$ cat config.mk
export PLATFORM = sky130hd
export DESIGN_NAME = request_resolver_8259
export DESIGN_NICKNAME = d
export VERILOG_FILES = /design/src/rtl/pic8259_pkg.sv /design/src/rtl/priority_resolver_8259.sv /design/src/rtl/request_resolver_8259.sv
export SDC_FILE = /design/constraint.sdc
export NUM_CORES = 1
export LEC_CHECK = 0
export ABC_AREA = 1
export BUFFER_PORTS_ARGS = -buffer_cell sky130_fd_sc_hd__buf_2
export CAP_MARGIN = 20
export CORE_MARGIN = 5
export CORE_UTILIZATION = 45
export DETAILED_ROUTE_END_ITERATION = 8
export GPL_TIMING_DRIVEN = 0
export PLACE_DENSITY = 0.8
export SETUP_SLACK_MARGIN = 0.4
export SLEW_MARGIN = 20
export SYNTH_ARGS = -nofsm -noshare
export SYNTH_HDL_FRONTEND = slang
export SYNTH_SLANG_ARGS = --single-unit
export TNS_END_PERCENT = 1
$ cat constraint.sdc
create_clock -name clock -period 5.6 [get_ports clock]
set_input_delay 0.28 -clock clock [delete_from_list [all_inputs] [get_ports clock]]
set_output_delay 0.28 -clock clock [all_outputs]
set_load 0.1 [all_outputs]
$ cat src/rtl/pic8259_pkg.sv
// Shared 8259 types and helpers: acknowledge-sequence states and the
// rotate / isolate primitives used by the request and in-service stages.
package pic8259_pkg;

  typedef enum logic [1:0] {
    ST_IDLE  = 2'd0,
    ST_ACK1  = 2'd1,
    ST_WAIT2 = 2'd2,
    ST_ACK2  = 2'd3
  } ack_state_t;

  // Rotate an 8-bit level vector right by n positions.
  function automatic logic [7:0] rotate_right(input logic [7:0] v, input logic [2:0] n);
    return (v >> n) | (v << (4'd8 - {1'b0, n}));
  endfunction

  // Rotate an 8-bit level vector left by n positions.
  function automatic logic [7:0] rotate_left(input logic [7:0] v, input logic [2:0] n);
    return (v << n) | (v >> (4'd8 - {1'b0, n}));
  endfunction

  // Keep only the lowest set bit (bit 0 is the highest priority after rotation).
  function automatic logic [7:0] resolv_priority(input logic [7:0] v);
    return v & (~v + 8'd1);
  endfunction

  // Encode a one-hot level vector into its 3-bit level number.
  function automatic logic [2:0] onehot_to_index(input logic [7:0] v);
    logic [2:0] idx;
    idx = '0;
    for (int i = 0; i < 8; i++) begin
      if (v[i]) idx = 3'(i);
    end
    return idx;
  endfunction

endpackage

$ cat src/rtl/priority_resolver_8259.sv
// Combinational priority resolver: masks IRR, picks the highest-priority
// pending level under rotation and compares it with the level in service.
module priority_resolver_8259
  import pic8259_pkg::*;
(
  input  logic [7:0] interrupt_request_register,
  input  logic [7:0] interrupt_mask,
  input  logic [2:0] priority_rotate,
  input  logic [7:0] highest_level_in_service,
  output logic [7:0] resolved_request,
  output logic       request_pending,
  output logic       interrupt_wanted
);

  logic [2:0] shift;
  logic [7:0] masked_request;
  logic [7:0] request_rot;
  logic [7:0] service_rot;

  // Highest-priority level (rotate+1) lands on bit 0 after rotating right.
  assign shift = priority_rotate + 3'd1;

  // Resolve the winner and decide whether it should interrupt the CPU.
  always_comb begin
    masked_request   = interrupt_request_register & ~interrupt_mask;
    request_rot      = resolv_priority(rotate_right(masked_request, shift));
    service_rot      = resolv_priority(rotate_right(highest_level_in_service, shift));
    resolved_request = rotate_left(request_rot, shift);
    request_pending  = |request_rot;
    // Both vectors are one-hot in the rotated domain: a smaller value means
    // a higher priority, so a plain magnitude compare is "strictly higher".
    interrupt_wanted = request_pending &&
                       ((service_rot == 8'd0) || (request_rot < service_rot));
  end

endmodule

$ cat src/rtl/request_resolver_8259.sv
// 8259 request stage: IRR capture, priority resolution, INTA# sequencing,
// vector drive and AEOI pulse generation.
//
// Strobe semantics toward the in-service stage: latch_in_service is a
// single-cycle valid with no back-pressure; interrupt is meaningful only
// while it is high. end_of_interrupt is likewise a one-cycle pulse and the
// two never coincide. vector_out is meaningful only while vector_enable is 1.
module request_resolver_8259
  import pic8259_pkg::*;
(
  input  logic       clock,
  input  logic       reset,
  input  logic [7:0] interrupt_request_pin,
  input  logic       level_or_edge_triggering,
  input  logic [7:0] interrupt_mask,
  input  logic [2:0] priority_rotate,
  input  logic [7:0] highest_level_in_service,
  input  logic       interrupt_acknowledge_n,
  input  logic       auto_eoi,
  input  logic [4:0] vector_base,
  output logic       interrupt_out,
  output logic       latch_in_service,
  output logic [7:0] interrupt,
  output logic [7:0] end_of_interrupt,
  output logic [7:0] vector_out,
  output logic       vector_enable,
  output logic [7:0] interrupt_request_register,
  output ack_state_t debug_state
);

  logic [7:0] pin_q;
  logic       inta_q;
  logic [7:0] irr_next;
  ack_state_t state, state_next;
  logic [2:0] level;
  logic       spurious;
  logic [7:0] resolved_request;
  logic       request_pending;
  logic       interrupt_wanted;
  logic       inta_fall;
  logic       inta_rise;
  logic       ack_start;
  logic       grant;

  priority_resolver_8259 u_resolver (
    .interrupt_request_register (interrupt_request_register),
    .interrupt_mask             (interrupt_mask),
    .priority_rotate            (priority_rotate),
    .highest_level_in_service   (highest_level_in_service),
    .resolved_request           (resolved_request),
    .request_pending            (request_pending),
    .interrupt_wanted           (interrupt_wanted)
  );

  assign inta_fall   = inta_q & ~interrupt_acknowledge_n;
  assign inta_rise   = ~inta_q & interrupt_acknowledge_n;
  assign ack_start   = (state == ST_IDLE) && inta_fall;
  assign grant       = ack_start && request_pending;
  assign debug_state = state;

  // Acknowledge sequence: two INTA# pulses, vector driven during the second.
  always_comb begin
    state_next = state;
    case (state)
      ST_IDLE:  if (inta_fall) state_next = ST_ACK1;
      ST_ACK1:  if (inta_rise) state_next = ST_WAIT2;
      ST_WAIT2: if (inta_fall) state_next = ST_ACK2;
      ST_ACK2:  if (inta_rise) state_next = ST_IDLE;
      default:  state_next = ST_IDLE;
    endcase
  end

  // IRR update: edge or level capture, then the grant clear overrides any set.
  always_comb begin
    irr_next = interrupt_request_register;
    for (int i = 0; i < 8; i++) begin
      if (level_or_edge_triggering)
        irr_next[i] = interrupt_request_pin[i];
      else if (!pin_q[i] && interrupt_request_pin[i])
        irr_next[i] = 1'b1;
      else if (!interrupt_request_pin[i])
        irr_next[i] = 1'b0;
    end
    if (grant) irr_next = irr_next & ~resolved_request;
  end

  // State, IRR, frozen level and registered strobes.
  always_ff @(posedge clock or posedge reset) begin
    if (reset) begin
      state                      <= ST_IDLE;
      pin_q                      <= '0;
      inta_q                     <= 1'b1;
      interrupt_request_register <= '0;
      level                      <= '0;
      spurious                   <= 1'b0;
      latch_in_service           <= 1'b0;
      interrupt                  <= '0;
      interrupt_out              <= 1'b0;
    end else begin
      state                      <= state_next;
      pin_q                      <= interrupt_request_pin;
      inta_q                     <= interrupt_acknowledge_n;
      interrupt_request_register <= irr_next;
      latch_in_service           <= grant;
      interrupt                  <= grant ? resolved_request : 8'd0;
      // INT stays low for the whole acknowledge sequence.
      interrupt_out              <= (state_next == ST_IDLE) && interrupt_wanted;
      if (ack_start) begin
        level    <= request_pending ? onehot_to_index(resolved_request) : 3'd7;
        spurious <= ~request_pending;
      end
    end
  end

  // Vector drive during ACK2 and the AEOI pulse on the closing INTA# rise.
  always_comb begin
    vector_enable    = 1'b0;
    vector_out       = '0;
    end_of_interrupt = '0;
    if (state == ST_ACK2) begin
      vector_enable = 1'b1;
      vector_out    = {vector_base, level};
      if (inta_rise && auto_eoi && !spurious)
        end_of_interrupt = 8'd1 << level;
    end
  end

endmodule

### Word-level counts from Yosys, hierarchy flattened

Index checks and enable logic that the tools add are counted.

* word-level logic and storage cells: 111
* input port bits: 37
* flip-flop bits (word level): 33

* equality and inequality tests: 3
* shift operators: 7
* order comparisons: 1
* add/subtract/negate cells: 4
* mux-type cells: 43
* bitwise operators: 16
* reductions and logical operators: 28

Operators with widths (count)
* 8-bit 2-to-1 mux: 5
* 8-bit AND: 4
* 8-bit inverter: 4
* 1-bit 2-to-1 mux: 26
* 8-bit bitwise OR: 3
* 3-bit 2-to-1 mux: 7
* 8-bit by 1-bit adder with 8-bit output, second input constant: 2
* 8-bit by 4-bit << shifter with 8-bit output: 2
* 8-bit by 3-bit right shift with 8-bit output: 2
* 1-bit logical AND: 14
* 1-bit zero test: 9
* 8-bit zero test: 1
* 8-bit less-than comparator: 1
* 2-bit 2-to-1 mux: 4
* 2-bit case mux with 4 select lines: 1
* 8-bit OR reduction: 1
* 1-bit by 3-bit << shifter with 8-bit output, first input constant: 1
* 8-bit by 3-bit << shifter with 8-bit output: 1
* 8-bit by 4-bit right shift with 8-bit output: 1
* 2-bit equality test, second input constant: 2
* 2-bit zero test: 2
* 4-bit by 3-bit subtractor with 4-bit output, first input constant: 1
* 3-bit by 1-bit adder with 3-bit output, second input constant: 1
* 1-bit inverter: 3
* other kinds (3): 4

### Logic depth before layout (Yosys ltp)

Gate-level depths: netlist of the first run.

* depth after elaboration: 17
* mapped depth: 22

### Hierarchy

From an unflattened synthesis of the first run, not the netlist that was laid out.

* cells, all modules: 572
* area, all modules: 3342.0 um2

By module, submodules not included
* priority_resolver_8259: sequential area each 0.0 um2, instances 1, area each 1910.6 um2, cells each 413
* request_resolver_8259: sequential area each 827.0 um2, instances 1, area each 1431.4 um2, cells each 159

### Least setup slack after synthesis of the first run

Ideal clock, no wire load.

* path kind: register to output
* start point: register state[0] (netlist: debug_state[0])
* end point: output end_of_interrupt[6]
* arrival: 5.846 ns
* cell stages (with the launch flop): 5
* path slack: -0.526 ns
* data required time: 5.320 ns
* buffers on the path: 0
* path through: dfrtp_1 nand2_1 nor2_1 inv_1 nor4_1

* cells in the longest elaborated chain, start to end: 2

Ends and longest elaborated chain
* from (decl): line request_resolver_8259.sv:34 `ack_state_t state, state_next;`
* from (signal assigned): line request_resolver_8259.sv:100 `state <= state_next;`
* 2-bit equality test: line request_resolver_8259.sv:120 `if (state == ST_ACK2) begin`
* 8-bit 2-to-1 mux: line request_resolver_8259.sv:120
* to (decl): line request_resolver_8259.sv:24 `output logic [7:0] end_of_interrupt,`

No other way between the ends.

### Final worst setup path of the first run

* start point: input priority_rotate[0]
* end point: register interrupt_out

* cells in the longest elaborated chain, start to end: 11
* elaborated cells between the ends (all ways): 20
* those cells by class: add/sub (4); order compare (1); shift (4); bitwise (6); reduce/logical (5)

Ends and longest elaborated chain
* from (decl): line request_resolver_8259.sv:16 `input logic [2:0] priority_rotate,`
* 3-bit by 1-bit adder with 3-bit output (*): line priority_resolver_8259.sv:21 `assign shift = priority_rotate + 3'd1;`
* 4-bit by 3-bit subtractor with 4-bit output: line pic8259_pkg.sv:14 `return (v >> n) | (v << (4'd8 - {1'b0, n}));`
* 8-bit by 4-bit << shifter with 8-bit output: line pic8259_pkg.sv:14
* 8-bit bitwise OR: line pic8259_pkg.sv:14
* 8-bit inverter: line pic8259_pkg.sv:24 `return v & (~v + 8'd1);`
* 8-bit by 1-bit adder with 8-bit output: line pic8259_pkg.sv:24
* 8-bit AND: line pic8259_pkg.sv:24
* 8-bit less-than comparator / 8-bit zero test (equally long branches): line priority_resolver_8259.sv:33 `((service_rot == 8'd0) || (request_rot < service_rot));`
* 1-bit logical OR: line priority_resolver_8259.sv:33
* 1-bit logical AND (*): line priority_resolver_8259.sv:32 `interrupt_wanted = request_pending &&`
* 1-bit logical AND (*): line request_resolver_8259.sv:107 `interrupt_out <= (state_next == ST_IDLE) && interrupt_wanted;`
* to (signal assigned): line request_resolver_8259.sv:107
* to (decl): line request_resolver_8259.sv:21 `output logic interrupt_out,`

Every way passes the cells marked *; elsewhere a longest branch is shown, timed or not.
A chain may end at the register's enable or synchronous reset.

==> results of run 1 <==
[sequential cells by signal, summed over array words and instances (netlist names)]
| register | count |
|---|---|
| interrupt | 8 |
| interrupt_request_register | 8 |
| pin_q | 8 |
| level | 3 |
| debug_state | 2 |
| inta_q | 1 |
| interrupt_out | 1 |
| latch_in_service | 1 |
| spurious | 1 |
[layer usage]
metal | GRT usage [%] | up-vias
met5 | 0 | -
met4 | 6.378 | 0
met3 | 5.449 | 22
met2 | 38.38 | 214
met1 | 30.18 | 1702
li1 | - | 1859
[area by class of cell]
class | instances | area share, %
buffer | 18 | 2.845
timing repair buffer | 73 | 9.659
tap | 96 | 3.176
clock inverter | 2 | 0.9924
multi-input combinational | 399 | 51.77
inverter | 75 | 7.509
clock buffer | 6 | 2.183
sequential | 33 | 21.87
[synth_stat cells, types with 2 or more instances]
master | number | area [sq um]
nand2_1 | 161 | 604.3
nand3_1 | 70 | 350.3
nor2_1 | 58 | 217.7
inv_1 | 56 | 210.2
dfrtp_1 | 32 | 800.8
a21oi_1 | 27 | 135.1
inv_2 | 18 | 67.56
o21ai_0 | 16 | 80.08
buf_2 | 8 | 40.04
ha_1 | 8 | 100.1
o21ai_1 | 8 | 40.04
nand4_1 | 7 | 43.79
nand2_2 | 6 | 37.54
nand3_2 | 5 | 50.05
o211ai_1 | 4 | 30.03
o22ai_1 | 4 | 25.02
buf_6 | 3 | 33.78
clkbuf_1 | 3 | 11.26
nor2_2 | 3 | 18.77
nor2_4 | 3 | 33.78
a31oi_1 | 2 | 12.51
buf_1 | 2 | 7.510
buf_4 | 2 | 15.01
nor4_1 | 2 | 12.51
[power breakdown]
group	switching, mW	internal (mW)	leakage, nW	total [mW]
clock	0.0899	0.145	0.0574	0.235
combinational	0.556	0.149	1.72	0.704
sequential	0.0235	0.276	0.402	0.299
[kinds of logic after synthesis]
family,after synthesis,synth area share [%]
AO/OA/AOI/OAI,69,12.55
adder cells (fa/ha/maj),8,3.157
buffers and inverters,93,12.35
flip-flops,33,26.09
multiplexers,1,0.3551
AND/OR/NAND/NOR,321,45.50
[metrics by stage]
stage	worst slack [ns]	instance area, sq um	hold WS, ns
4_1_cts	2.426	3782	0.09862
3_5_place_dp	2.134	3662	0.4037
6_report	2.327	3782	0.09028
3_3_place_gp	2.190	3662	0.3972
5_1_grt	2.104	3782	0.09324
2_1_floorplan	0.1832	3177	0.2845
[worst max-delay path: cells and delay by family]
kind,cells,cell delay [ns]
AO/OA/AOI/OAI,4,0.78
AND/OR/NAND/NOR,7,0.76
adder cells (fa/ha/maj),2,0.61
buffers and inverters,4,1.04
[worst min-delay path by stage]
stage | start | endpoint | slack (ns)
6_report | reset | pin_q[3] | 0.09
5_1_grt | interrupt_acknowledge_n | inta_q | 0.09
4_1_cts | interrupt_acknowledge_n | inta_q | 0.1
3_5_place_dp | interrupt_request_pin[2] | pin_q[2] | 0.40
3_3_place_gp | interrupt_acknowledge_n | inta_q | 0.40
2_1_floorplan | interrupt_acknowledge_n | inta_q | 0.28
==> reports/results.txt, run 1 <==
Arr. time, crit path: 3.49 ns
P_leak: 2.184 nW
pin count of the biggest net entering global routing: 34
dpl cells: 694
area grow syn2layout: 19.30%
CP peak stage delay: 0.43 ns
first-pass GRT wire length: 16350 um
status: completed
critical path, cell by cell: buf_2 > ha_1 > buf_4 > buf_2 > buf_1 > o21ai_0 > a32o_1 > nand3_1 > nand3_1 > nor4_2 > nand2_1 > ha_1 > nand2_1 > nor2_1 > a211oi_1 > nand2_1 > a21oi_1
hold buffer count at cts: 0
htree depth: 2
total power: 1.238 mW
FF-to-FF setup slack: 3.03 ns
share of cells above drive strength 1: 23.27%
most frequent cells in the layout: nand2_1 (161), buf_2 (81), nand3_1 (70)
GRT Total Usage: 23.19%
worst-margin pin slew: 0.6784 ns
Cell Pwr Density: 327.3 nW/um^2
most common cell after layout, fill and taps aside: nand2_1
width of the die: 93.94 um
vias per inst: 5.409
CTS Root Cell: clkbuf_8
number of diodes: 0
Detail Placement HPWL: 7807 um
Skew-Pair Late Insertion Delay: 0.29 ns
drt pass-1 iters: 5
f_max: 0.3055 GHz
number of fill cells in the layout: 721
post-CTS setup buffers: 0
Hold Crit Class: in2async
Cell variety after synth: 41
# rows: 30
reg2reg end: interrupt_out
WL met3: 905 um
post-route ant nets: 0
Period Utilization, post-route: 58.45%
register area: 827.0 sq um
clock-pin transition on the worst setup and hold timing paths: 0.07 ns
Initial Utilization: 46.41%
met1 wire length: 4237 um
CTS Buf Count: 5
Final Max Tran Viols: 0
CTS sink cnt: 33
CTS tree: done
Mapped Cells: 525
multi-input logic area: 1958 sq um
max cap viols: 0
CP Class: in2reg
startpoint types: primary input
max layer used: met4
vias in the first global route: 3526
fin cells: 702
Placer Congestion: 0.9684
Final TNS setup: 0 ns
CP required: 5.82 ns
number of flops mapped to enable cells by yosys: 0
end point of the critical path: interrupt_out
Slew headroom: 54.71%
synthesized area: 3171 sq um
final setup vio count: 0
Tmin final: 3.273 ns
Worst VDD drop: 0.2467 mV
Synthesized Nets: 570
Initial DRC Count: 307
synth warn: 0
Avg Cell Area, Syn: 6.039 sq um
die area: 8825 sq um
DRC errors left: 0
Yosys reg bits: 33
Setup crit end kind: flip-flop
via count: 3797
antenna violations before repair: 0
Worst Clk Skew: 0.007131 ns
Seq/Total Area, Yosys: 26.09%
Reg2Reg Depth: 17
Synth Flop Type: dfrtp_1
Port Buffers: 73
RSZ-0062 raised after global routing: no
grt total ovfl: 0
Final Util: 55.37%
core area: 6832 sq um
ys async rst share: 100.0%
CTS Buffer Depth: 2
Total Routed Length: 10120 um
CP startpoint: priority_rotate[0]
Top Ports: 74
Reg-to-Reg Start: interrupt_request_register[2]
Crit-path slowest cell: buf_1
Hold Fails Final Rpt: 0
# resized after CTS: 0
Critical Path Fanout Max: 10
DR WL met2: 4777 um
Final #Nets: 650
cell repeated most along the worst path: nand2_1
post-detailed-route wirelength per cell: 14.41 um
Chip Height: 93.94 um
(Power assumes the default switching activity.)
==> run 2: changes to the inputs <==
--- a/config.mk
+++ b/config.mk
@@ -12,7 +12,7 @@
 export CORE_UTILIZATION = 45
 export DETAILED_ROUTE_END_ITERATION = 8
 export GPL_TIMING_DRIVEN = 0
-export PLACE_DENSITY = 0.8
+export PLACE_DENSITY = 0.82
 export SETUP_SLACK_MARGIN = 0.4
 export SLEW_MARGIN = 20
 export SYNTH_ARGS = -nofsm -noshare
==> constraint.sdc (replaced) <==
create_clock -name clock -period 2.8 [get_ports clock]
set_input_delay 0.14 -clock clock [delete_from_list [all_inputs] [get_ports clock]]
set_output_delay 0.14 -clock clock [all_outputs]
set_load 0.1 [all_outputs]
==> reports/results.txt, run 2 (synthesis results as in run 1) <==
Worst VDD drop: 0.3948 mV
DR WL met2: 5482 um
critical path, cell by cell: buf_12 > ha_4 > buf_12 > nor2_4 > inv_2 > nand2_4 > buf_4 > buf_4 > nand2_1 > nand3_2 > nand3_4 > nor2_4 > nand4_1 > buf_4 > inv_1 > ha_1 > a21oi_2 > nor2_1 > a211oi_2 > nand2_1 > a21oi_1
reg2reg end: interrupt_out
Final #Nets: 686
cell family with most CP delay: simple AND/OR/NAND/NOR gates
WP buf/inv: 7
Slew headroom: 55.61%
max cap viols: 0
WP depth: 21
WL met3: 890 um
antenna violations before repair: 0
Skew-Pair Late Insertion Delay: 0.28 ns
Setup crit end kind: flip-flop
Power Internal: 1.338 mW
Hold Slack: 0.2556 ns
Worst Clk Skew: 0.007070 ns
Detail Placement HPWL: 7911 um
P_leak: 2.416 nW
core area: 6832 sq um
clock share of power: 18.8%
CTS tree: done
grt total ovfl: 0
Reg2Reg Depth: 16
met1 wire length: 4354 um
Final Max Tran Viols: 0
drt pass-1 iters: 7
Top Ports: 74
switch share: 51.85%
Tmin final: 2.523 ns
Critical Path Fanout Max: 7
Initial Utilization: 46.41%
Hold Fails Final Rpt: 0
GRT Total Usage: 24.17%
Period Utilization, post-route: 90.12%
CTS Buf Count: 5
die area: 8825 sq um
max layer used: met4
biggest regs: interrupt (8), interrupt_request_register (8), pin_q (8)
fin cells: 738
vias per inst: 5.401
Total Routed Length: 10880 um
startpoint types: primary input
CTS sink cnt: 33
Arr. time, crit path: 2.73 ns
NetSw: 1.440 mW
f_max: 0.3963 GHz
Port Buffers: 73
clock-pin transition on the worst setup and hold timing paths: 0.07 ns
pin count of the biggest net entering global routing: 34
RSZ-0062 raised after global routing: yes
width of the die: 93.94 um
CTS Root Cell: clkbuf_8
Hold Crit Class: in2reg
CP required: 3.01 ns
via count: 3986
final setup vio count: 0
first-pass GRT wire length: 17070 um
cell repeated most along the worst path: buf_4
Reg-to-Reg Start: interrupt_request_register[6]
dpl cells: 694
CP Class: in2reg
# rows: 30
DRC errors left: 0
Worst Hold Depth: 5
worst-margin pin slew: 0.6649 ns
number of diodes: 0
Cell Pwr Density: 617.5 nW/um^2
post-detailed-route wirelength per cell: 14.74 um
hold wc startpoint: level_or_edge_triggering
vias in the first global route: 3711
FF-to-FF setup slack: 0.36 ns
CP startpoint: priority_rotate[0]
CP peak stage delay: 0.25 ns
Initial DRC Count: 404
post-route ant nets: 0
most common cell after layout, fill and taps aside: nand2_1
area grow syn2layout: 41.91%
Final TNS setup: 0 ns
share of cells above drive strength 1: 34.11%
CTS Buffer Depth: 2
status: completed
Chip Height: 93.94 um
Crit-path slowest cell: ha_1
most frequent cells in the layout: nand2_1 (155), buf_2 (74), nand3_1 (68)
Comb pwr share: 58.7%
part of the power in registers: 22.5%
number of fill cells in the layout: 597
end point of the critical path: interrupt_out
Placer Congestion: 0.9972
htree depth: 2
[run 2: through the flow]
step	setup slack, ns	power [mW]	cell area [sq um]	utilization (%)
6_report	0.2765	2.778	4499	65.86
5_1_grt	0.1034	2.919	4499	65.86
4_1_cts	0.3252	2.707	4317	63.19
3_5_place_dp	-0.3998	2.090	3842	56.25
3_3_place_gp	-0.3369	2.065	3842	56.25
2_1_floorplan	0.2157	1.817	3357	-
[run 2: metal layers]
metal | vias to the layer above | global-route usage [%]
met5 | - | 0
met4 | 0 | 4.693
met3 | 25 | 3.846
met2 | 208 | 44.12
met1 | 1819 | 29.90
li1 | 1934 | -
[run 2: power groups by stage]
stage	clock network (mW)	registers [mW]	logic, mW
global placement	0	0.628	1.44
CTS	0.526	0.625	1.56
finish	0.522	0.625	1.63
global route	0.552	0.632	1.74
detailed placement	0	0.632	1.46
floorplan	0	0.945	0.873
[run 2: layout make-up]
| cell class | instances | area, sq um | share of cell area, % |
|---|---|---|---|
| Clock inverter | 3 | 65.06 | 1.446 |
| Clock buffer | 5 | 68.82 | 1.529 |
| Sequential cell | 33 | 844.6 | 18.77 |
| Tap cell | 96 | 120.1 | 2.670 |
| Buffer | 18 | 170.2 | 3.782 |
| Multi-Input combinational cell | 399 | 2232 | 49.61 |
| Inverter | 75 | 300.3 | 6.674 |
| Timing Repair Buffer | 109 | 698.2 | 15.52 |
[run 2: how the worst min path moves through the flow]
stage and to:
2_1_floorplan inta_q, 3_3_place_gp inta_q, 3_5_place_dp inta_q, 4_1_cts interrupt_request_register[5], 5_1_grt interrupt_request_register[3], 6_report interrupt_request_register[5]
[run 2: tightest hold or removal path: stages]
cell     delay [ns]
buf_2          0.14
nor2_1         0.09
nand2_1        0.05
nand2_1        0.05
nor2_1         0.04
[run 2: what timing repair did]
action | 4_1_cts | 5_1_grt
setup buffers | 16 | 10
resized for setup | 31 | 25
hold endpoints to repair | 41 | 0
pin swaps | 18 | 20
hold buffers | 10 | 0
setup endpoints to repair | 15 | 21
==> run 3: changes to the inputs <==
--- a/config.mk
+++ b/config.mk
@@ -5,14 +5,13 @@
 export SDC_FILE = /design/constraint.sdc
 export NUM_CORES = 1
 export LEC_CHECK = 0
-export ABC_AREA = 1
 export BUFFER_PORTS_ARGS = -buffer_cell sky130_fd_sc_hd__buf_2
 export CAP_MARGIN = 20
 export CORE_MARGIN = 5
 export CORE_UTILIZATION = 45
 export DETAILED_ROUTE_END_ITERATION = 8
 export GPL_TIMING_DRIVEN = 0
-export PLACE_DENSITY = 0.82
+export PLACE_DENSITY = 0.81
 export SETUP_SLACK_MARGIN = 0.4
 export SLEW_MARGIN = 20
 export SYNTH_ARGS = -nofsm -noshare
==> reports/results.txt, run 3 <==
status: finished, violations left
clock share of power: 16.0%
Skew-Pair Late Insertion Delay: 0.29 ns
core area: 8593 sq um
vias in the first global route: 4603
switch share: 52.07%
Comb pwr share: 61.8%
pin count of the biggest net entering global routing: 34
cell area after layout: 5243 sq um
final setup vio count: 20
Detail Placement HPWL: 11270 um
grt total ovfl: 0
CTS tree: done
CP Class: reg2reg
pre-CTS setup slack: -1.220 ns
Post-synth top cells: nor2_1 (60), nand2_1 (55), dfrtp_1 (32)
Synth Flop Type: dfrtp_1
die area: 10610 sq um
dpl cells: 675
Period Utilization, post-route: 117.2%
htree depth: 2
number of diodes: 0
top post-synthesis cells by area: dfrtp_1 (21%), nor2_1 (5.8%), nand2_1 (5.3%), mux4_2 (5.2%), a21oi_1 (3.5%)
Top Ports: 74
fin cells: 720
share of cells above drive strength 1: 38.24%
ys async rst share: 100.0%
biggest regs: interrupt (8), interrupt_request_register (8), pin_q (8)
part of the power in registers: 22.2%
Cell variety after synth: 85
leading area contributor after synthesis: dfrtp_1
via count: 4807
Hold Fails Final Rpt: 0
max cap viols: 0
antenna violations before repair: 0
Initial Utilization: 45.31%
Arr. time, crit path: 3.50 ns
Cell Pwr Density: 534.7 nW/um^2
CTS sink cnt: 33
Avg Cell Area, Syn: 7.866 sq um
Critical Path Fanout Max: 10
Port Buffers: 72
count leader, synth: nor2_1
Hold Crit Class: in2reg
Worst VDD drop: 0.3790 mV
CTS Root Cell: clkbuf_8
FF-to-FF setup slack: -0.48 ns
f_max: 0.3048 GHz
Setup crit end kind: flip-flop
DRC errors left: 0
synth warn: 0
Slew headroom: 41.35%
Final #Nets: 656
RSZ-0062 raised after global routing: yes
Placer Congestion: 1.012
Total Routed Length: 15590 um
Final Max Tran Viols: 0
Final TNS setup: -3.710 ns
# rows: 34
most frequent cells in the layout: buf_2 (77), nor2_1 (52), nand2_1 (51)
Tmin final: 3.281 ns
Seq/Total Area, Yosys: 21.24%
CP required: 3.02 ns
Yosys reg bits: 33
Chip Height: 103.0 um
most common cell after layout, fill and taps aside: buf_2
total power: 2.803 mW
number of flops mapped to enable cells by yosys: 0
vias per inst: 6.676
Power Internal: 1.343 mW
synthesized area: 3894 sq um
drt pass-1 iters: 6
failing checks: setup timing
area grow syn2layout: 34.64%
P_leak: 2.232 nW
CTS Buf Count: 5
GRT Total Usage: 28.74%
clock-pin transition on the worst setup and hold timing paths: 0.07 ns
Synthesized Nets: 540
post-route setup slack: -0.4813 ns
first-pass GRT wire length: 23840 um
worst-margin pin slew: 0.8676 ns
Area after DPL: 4488 sq um
NetSw: 1.460 mW
post-detailed-route wirelength per cell: 21.65 um
width of the die: 103.0 um
proportion of netlist area held by the largest area contributor: 20.57%
post-route ant nets: 0
Mapped Cells: 495
Worst Clk Skew: 0.007465 ns
startpoint types: flip-flop
Initial DRC Count: 482
CTS Buffer Depth: 2
-- run 3: changes by cell type after synthesis, moves of 10 or more --
| cell | before | now |
|---|---|---|
| nand2_1 | 161 | 55 |
| nand3_1 | 70 | 12 |
| inv_1 | 56 | 15 |
| inv_2 | 18 | 2 |
| nand2b_1 | 0 | 12 |
| and3_1 | 0 | 11 |
| nor2b_1 | 0 | 11 |
| nor3_1 | 0 | 11 |
| clkbuf_1 | 3 | 13 |
| mux2i_1 | 0 | 10 |
-- run 3: kinds of logic after synthesis --
logic type | synth area share [%]
compound gates | 27.57
mux | 8.644
buf+inv | 6.523
flops | 21.24
fa+ha+maj | 2.571
xor+xnor | 1.093
simple gates | 32.36
-- run 3: final cells by class --
| cell class | count | area (sq um) |
|---|---|---|
| sequential | 33 | 847.1 |
| tap | 108 | 135.1 |
| clock inverter | 3 | 46.29 |
| inverter | 17 | 73.82 |
| multi-input combinational | 412 | 3147 |
| buffer | 33 | 230.2 |
| timing repair buffer | 109 | 694.4 |
| fill | 759 | 3351 |
| clock buffer | 5 | 68.82 |
-- run 3: power by group through the flow --
| stage | clock, mW | combinational [mW] | sequential (mW) |
|---|---|---|---|
| finish | 0.447 | 1.73 | 0.623 |
| global route | 0.474 | 1.82 | 0.633 |
| CTS | 0.455 | 1.64 | 0.619 |
| detailed placement | 0 | 1.49 | 0.629 |
| global placement | 0 | 1.48 | 0.626 |
| floorplan | 0 | 0.985 | 0.803 |
-- run 3: routing by layer --
| metal | global-route usage, % | vias up | part of all wire, % |
|---|---|---|---|
| met5 | 0 | - | 0 |
| met4 | 12.65 | 0 | 4.2 |
| met3 | 5.142 | 67 | 11 |
| met2 | 46.32 | 371 | 48 |
| met1 | 37.62 | 2267 | 37 |
| li1 | - | 2102 | - |
-- run 3: what timing repair did --
action                                  in CTS  in global routing
hold endpoints to repair                    41                  0
endpoints found under the setup margin      24                 25
buffers inserted                            20                  7
gates resized for setup                     50                 27
pin swaps                                   13                 17
hold buffers                                10                  0
-- run 3: path summary, 6_finish.rpt --
check,endpoint,cells after the start,startpoint
max,interrupt_out,12,interrupt_request_register[7]
min,interrupt_request_register[4],5,level_or_edge_triggering
max reg2reg,interrupt_out,12,interrupt_request_register[7]
min reg2reg,interrupt_request_register[7],3,pin_q[7]
max in group asynchronous,debug_state[1],3,reset
min in group asynchronous,pin_q[3],3,reset
-- run 3: critical path, cell delays in order, from the launching register on --
cell and delay (ns):
dfrtp_4 0.51, and2b_1 0.19, mux4_2 0.51, o22ai_1 0.26, clkbuf_4 0.28, nand2_1 0.14
nor2_1 0.16, ha_1 0.24, o21a_1 0.11, o21ai_1 0.14, a21oi_1 0.11, o32ai_2 0.34
and4b_1 0.23
-- run 3: through the flow --
stage,hold WS [ns],utilization [%]
floorplan,0.1445,-
global placement,0.2629,52.23
detailed placement,0.2625,52.23
CTS,0.3323,59.07
global route,0.3670,61.01
finish,0.3366,61.01
